[src/rtl/cpu_types_pkg.sv]
// Shared CPU types: datapath words, register indices, MEM-stage FSM states
// and the branch-resolution payloads.
package cpu_types_pkg;

  localparam int unsigned WORD_W  = 32;
  localparam int unsigned REG_W   = 5;
  localparam int unsigned STALL_W = 16;

  typedef logic [WORD_W-1:0] word_t;
  typedef logic [REG_W-1:0]  regbits_t;

  // MEM-stage access controller states
  typedef enum logic [1:0] {
    IDLE   = 2'd0,
    WAIT   = 2'd1,
    HALTED = 2'd2
  } memstate_t;

  // Control-flow flags carried in the EX/MEM latch
  typedef struct packed {
    logic jump;
    logic jr;
    logic branch;
    logic bne;
    logic zero;
  } brctl_t;

  // Candidate PC targets carried in the EX/MEM latch
  typedef struct packed {
    word_t rdat1;
    word_t jumpaddr;
    word_t branchaddr;
  } brtgt_t;

  // Saturating increment for the stall counter (sticks at all-ones)
  function automatic logic [STALL_W-1:0] sat_inc(input logic [STALL_W-1:0] v);
    return (v == '1) ? v : v + STALL_W'(1);
  endfunction

endpackage

[src/rtl/branch_resolver.sv]
// Decides whether the instruction in MEM changes control flow and where to.
module branch_resolver
  import cpu_types_pkg::*;
(
  input  brctl_t ctl,
  input  brtgt_t tgt,
  output logic   taken,
  output word_t  pc_target
);

  // Taken condition and target select; jr outranks jump, branches fall through
  always_comb begin
    taken     = ctl.jump | ctl.jr | (ctl.branch & ctl.zero) | (ctl.bne & ~ctl.zero);
    pc_target = tgt.branchaddr;
    if (ctl.jr) begin
      pc_target = tgt.rdat1;
    end else if (ctl.jump) begin
      pc_target = tgt.jumpaddr;
    end
  end

endmodule

[src/rtl/mem_stage_ctrl.sv]
// MEM-stage controller: issues data-cache requests, stalls the pipe on a miss,
// resolves redirects once memory is quiet, and parks the core on halt.
module mem_stage_ctrl
  import cpu_types_pkg::*;
(
  input  logic               CLK,
  input  logic               RST,
  // EX/MEM latch outputs
  input  logic               memread_o,
  input  logic               memwrite_o,
  input  logic               jump_o,
  input  logic               branch_o,
  input  logic               bne_o,
  input  logic               jr_o,
  input  logic               zero_o,
  input  logic               halt_o,
  input  word_t              aluoutput_o,
  input  word_t              rdat2_o,
  input  word_t              rdat1_o,
  input  word_t              jumpaddr_o,
  input  word_t              branchaddr_o,
  // data cache
  input  logic               dhit,
  input  word_t              dmemload,
  output logic               dmemREN,
  output logic               dmemWEN,
  output word_t              dmemaddr,
  output word_t              dmemstore,
  // pipeline control
  output logic               pcpause,
  output logic               nopmode,
  output logic               redirect,
  output word_t              pc_target,
  // results
  output word_t              loaddata,
  output logic               halt,
  output logic [STALL_W-1:0] stallcnt
);

  memstate_t state;
  memstate_t state_next;
  word_t     load_q;
  logic      req;
  logic      miss;
  logic      taken;
  logic      capture;
  brctl_t    br_ctl;
  brtgt_t    br_tgt;

  assign br_ctl = '{jump: jump_o, jr: jr_o, branch: branch_o, bne: bne_o, zero: zero_o};
  assign br_tgt = '{rdat1: rdat1_o, jumpaddr: jumpaddr_o, branchaddr: branchaddr_o};

  branch_resolver u_branch_resolver (
    .ctl       (br_ctl),
    .tgt       (br_tgt),
    .taken     (taken),
    .pc_target (pc_target)
  );

  // Next state plus cache, stall and redirect controls
  always_comb begin
    state_next = state;
    dmemREN    = 1'b0;
    dmemWEN    = 1'b0;
    dmemaddr   = aluoutput_o;
    dmemstore  = rdat2_o;
    pcpause    = 1'b0;
    redirect   = 1'b0;
    nopmode    = 1'b0;
    halt       = 1'b0;
    capture    = 1'b0;
    req        = memread_o | memwrite_o;
    miss       = req & ~dhit;
    case (state)
      HALTED: begin
        // parked until reset: freeze everything, issue nothing
        pcpause    = 1'b1;
        halt       = 1'b1;
        state_next = HALTED;
      end
      default: begin
        dmemREN  = memread_o;
        dmemWEN  = memwrite_o;
        pcpause  = miss;
        redirect = taken & ~miss;
        nopmode  = taken & ~miss;
        capture  = memread_o & dhit;
        // an outstanding access outranks halt; halt only once memory is quiet
        if (miss) begin
          state_next = WAIT;
        end else if (halt_o) begin
          state_next = HALTED;
        end else begin
          state_next = IDLE;
        end
      end
    endcase
    loaddata = capture ? dmemload : load_q;
  end

  // State, captured load data and saturating stall counter
  always_ff @(posedge CLK) begin
    if (RST) begin
      state    <= IDLE;
      load_q   <= '0;
      stallcnt <= '0;
    end else begin
      state <= state_next;
      if (capture) begin
        load_q <= dmemload;
      end
      if (pcpause && (state != HALTED)) begin
        stallcnt <= sat_inc(stallcnt);
      end
    end
  end

endmodule

[config.mk]
export PLATFORM = sky130hd
export DESIGN_NAME = mem_stage_ctrl
export DESIGN_NICKNAME = d
export VERILOG_FILES = /design/src/rtl/cpu_types_pkg.sv /design/src/rtl/branch_resolver.sv /design/src/rtl/mem_stage_ctrl.sv
export SDC_FILE = /design/constraint.sdc
export NUM_CORES = 1
export LEC_CHECK = 0
export CORE_AREA = 2 2 138 140
export CTS_CLUSTER_SIZE = 25
export DETAILED_ROUTE_END_ITERATION = 10
export DIE_AREA = 0 0 140 142
export GPL_ROUTABILITY_DRIVEN = 1
export SETUP_SLACK_MARGIN = 0.05
export SLEW_MARGIN = 20
export SYNTH_ARGS = -nofsm -noshare
export SYNTH_HDL_FRONTEND = slang
export SYNTH_HIERARCHICAL = 1
export SYNTH_SLANG_ARGS = --single-unit
[constraint.sdc]
create_clock -name CLK -period 4.55 [get_ports CLK]
set_input_delay 0.91 -clock CLK [delete_from_list [all_inputs] [get_ports CLK]]
set_output_delay 0.91 -clock CLK [all_outputs]
set_load 0.01 [all_outputs]
==> impl_summary.md <==
Pwr
The share of total power in the clock network is 31.6%. The fraction of power consumed by combinational cells is about a third. Total power for the finished layout comes to 1240 uW. The analysis attributes to cell leakage a power of 0.00204 uW. Internal power comes to 912 uW. Summed over all nets, the switching power comes to 330 uW. Net switching is 26.5% of the power. The largest vdd supply drop is 0.135 mV.

The power share of the sequential group is 37.0%. Power spread over the standard cell area amounts to 227 mW/mm^2.

Clock tree
The quantity of hold-fixing buffers added after cts is 0. The total of cells resized after clock tree synthesis is 0. The clock tree root driver cell is sky130_fd_sc_hd__clkbuf_16. TritonCTS built the clock tree. The clock input transition at the sequential cells of the worst setup and hold paths is 0.08 ns. TritonCTS created 5 clock buffers. The tree built by TritonCTS fans out to 50 sinks.

The clock reaches the later pin of the worst-skew pair after 0.30 ns. The clock passes through at most 2 buffers. The number of setup buffers added after CTS is 0. The number of H-tree levels is 2.

Yosys
The synthesized netlist occupies a cell area of ~0.0034 sq mm. By count the netlist is led by sky130_fd_sc_hd__buf_4, sky130_fd_sc_hd__dfxtp_1, sky130_fd_sc_hd__nand2_1. The top cell type by area accounts for 29.6% of the synthesized area. The sequential cell area fraction in the yosys report is 29.6%. In the synthesized netlist the async set-or-reset flop fraction comes to 0%. The post-synthesis average cell area is 8.62 sq um. The number of different library cells in the post-synthesis netlist is 37. By instance count, the leading cell after synthesis is sky130_fd_sc_hd__buf_4. Counting every net in the synthesized netlist gives 597. The dominant register cell in the synthesized netlist is sky130_fd_sc_hd__dfxtp_1. By area the synthesized netlist is led by sky130_fd_sc_hd__dfxtp_1, sky130_fd_sc_hd__buf_4, sky130_fd_sc_hd__mux2_2.

Synthesis produced a netlist whose cell count is 393. The largest area contributor in the synthesized netlist is sky130_fd_sc_hd__dfxtp_1. In this run, synthesis inferred 0 flip-flops with an integrated enable. Synthesis inferred 50 register bits. The total of warnings raised by yosys is 6.

Worst setup path
The element type at the critical path start is an input pin. The worst setup path is captured at a primary output. The startpoint identified for the worst register-to-register timing path is stallcnt[0].

The reg-to-reg critical path endpoint is stallcnt[8]. Data on the critical path is required at its endpoint by 3.64 ns. The top fanout value on the critical path is 32.

STA puts the critical path data arrival time at ~2.7 ns. The worst register-to-register path has a depth of 5. The critical path is of the input pin to primary output type. The register-to-register setup slack is 2.40 ns.

Die
The floorplan step defined a die boundary enclosing 0.0199 sq mm. The region available for standard cell placement spans 0.0185 sq mm. The starting density of the core is 18.4%.

In this run the vertical extent of the chip is 142 microns. From left edge to right edge, the die measures around 140 microns. The floorplan has 50 rows. In this run the count of I/O pins placed on the die edge is 353.

STA
The count of final hold-check violations is 0. Setup repair after global routing left no endpoint under its margin. For the pin with the worst max-slew slack, the measured transition is 1.03 ns. Clock skew on the completed layout was measured at between 0.01 and 0.015 ns. The slack of the critical path is 0.898 ns. Measured against its own limit, the worst slew margin works out to 31.3%. Setup violations remaining at the end of the flow were counted as 0. The portion of the clock cycle consumed by the worst path in the final layout is 80.3%.

Timing would allow up to roughly 0.27 GHz. The total negative slack is 0 ns. The final count of pins violating max slew is 0. The time the final worst path needs with I/O delays and setup is 3.65 ns.

Cells and area
In the final layout, flip-flops and latches occupy ~0.0010 sq mm. The fraction of final layout cells sized beyond drive strength 1 is between 10% and 20%. After routing the design area is 0.00547 sq mm. From synthesis to final layout, the design area changed by 61.4%. The utilization after layout is 29.6%. The antenna cell count is 0. After filler insertion, the fill cell instance count of the layout stands at 1968. Summing all multi-input logic gate instances after layout gives 0.00173 sq mm. The final net count is 746.

Routing
The number of nets still failing antenna checks after routing is 0. After detailed routing, the met2 layer carries 6330 microns of wire. The top metal layer carrying routed signals is met4. After detailed routing, the number of vias per cell comes to 4.13. The first-iteration detailed-routing DRC count is approximately 140. In the final routing, the length of wire on met1 measures 4790 microns. Wires add up to 12700 microns.

The final route contains 3210 vias. The detailed-router iteration count before antenna repair is 8. The DRC violation count after routing is 15. Dividing the detail-routed wire length by the instance count gives 16.3 microns. The met3 layer wire length in the routed design is 1280 microns.

Place
OpenSTA, run right after detailed placement, puts the worst setup slack at ~0.88 ns. The quantity of I/O buffers inserted on ports is around 220. The final HPWL from detailed placement is 10300 microns. The placed instances occupy a cell area of approximately 0.0053 sq mm. The congestion estimate from routability-driven global placement came to roughly 0.78.

Worst hold path
The end of the worst hold path is stallcnt[14]. The start point of the worst min-delay path is stallcnt[14]. The worst hold path was traced through 2 stages. The path category of the worst min-delay check is flip-flop to flip-flop.

GRT
The initial antenna violation count came to 0. The via count of the first global-routing pass was 3164. Entering global routing, the biggest net connects 54 pins. After global routing the overflow that remains totals 0. The total global routing track utilization is 12.6%. The wire length of the first global-routing pass is 19100 microns.

Status
The checks that failed: design-rule violations. The run finished, with violations left.

Run
The number of maximum-capacitance violations is 0.
[how the worst max path moves through the flow]
stage / from / endpoint / slack, ns
2_1_floorplan: memread_o / loaddata[10] / 1.83
3_3_place_gp: memread_o / loaddata[3] / 0.88
3_5_place_dp: memread_o / loaddata[3] / 0.88
4_1_cts: memread_o / loaddata[3] / 0.87
5_1_grt: memread_o / loaddata[28] / 0.81
6_report: memread_o / loaddata[3] / 0.90
[area by class of cell]
type                       count  area share, %
tap                          234           5.36
multi-input combinational    249           31.6
clock inverter                 3          0.481
sequential                    50           18.3
timing repair buffer         230           41.6
clock buffer                   5           2.29
inverter                       6          0.412
[stage by stage]
stage | std cells | hold WS (ns)
after floorplan | 393 | 0.514
after global placement | 769 | 0.501
after detailed placement | 769 | 0.507
after CTS | 777 | 0.521
after global routing | 777 | 0.540
final | 777 | 0.519
[flip-flops by register name (all words and copies together), names as in the netlist]
| name | count |
|---|---|
| load_q | 32 |
| stallcnt | 16 |
| state | 2 |
[worst max-delay path, cell delays in order]
cell and delay (ns):
sky130_fd_sc_hd__clkdlybuf4s50_1 0.44, sky130_fd_sc_hd__nand3_2 0.08, sky130_fd_sc_hd__buf_4 0.39, sky130_fd_sc_hd__mux2_2 0.40, sky130_fd_sc_hd__clkdlybuf4s50_1 0.50
[power by group through the flow]
stage | Clock, uW | Combinational, uW | Sequential [uW]
3_5_place_dp | 0 | 396 | 469
3_3_place_gp | 0 | 395 | 469
6_report | 392 | 391 | 459
4_1_cts | 413 | 398 | 459
5_1_grt | 432 | 422 | 461
2_1_floorplan | 0 | 208 | 468
[placed cells by master (no fill, tap or decap), types with 4 or more instances in the layout]
cell type                         count
sky130_fd_sc_hd__clkdlybuf4s50_1    221
sky130_fd_sc_hd__dfxtp_1             50
sky130_fd_sc_hd__nand2_1             40
sky130_fd_sc_hd__mux2_2              33
sky130_fd_sc_hd__nor2b_1             33
sky130_fd_sc_hd__mux2i_1             33
sky130_fd_sc_hd__o21ai_1             29
sky130_fd_sc_hd__a21oi_1             14
sky130_fd_sc_hd__o31ai_1              9
sky130_fd_sc_hd__or4_1                8
sky130_fd_sc_hd__o21ai_0              6
sky130_fd_sc_hd__buf_4                6
sky130_fd_sc_hd__nand3_1              5
sky130_fd_sc_hd__nand4_1              5
sky130_fd_sc_hd__inv_1                5
sky130_fd_sc_hd__nor4_1               5
sky130_fd_sc_hd__clkbuf_16            5
sky130_fd_sc_hd__nor3_1               4
sky130_fd_sc_hd__nor2_1               4
[per-layer routing]
layer	up-vias	global-route usage, %
met3	26	5.18
met5	-	0
met1	1412	14.2
met2	177	21.8
li1	1595	-
met4	0	3.99
[kinds of logic after synthesis]
logic type	share of synthesized area (%)
AND/OR/NAND/NOR	19.8
buffers and inverters	19.6
multiplexers	20.7
AO/OA/AOI/OAI	9.94
flip-flops	29.6
adder cells (fa/ha/maj)	0.369
(Power assumes the default switching activity.)
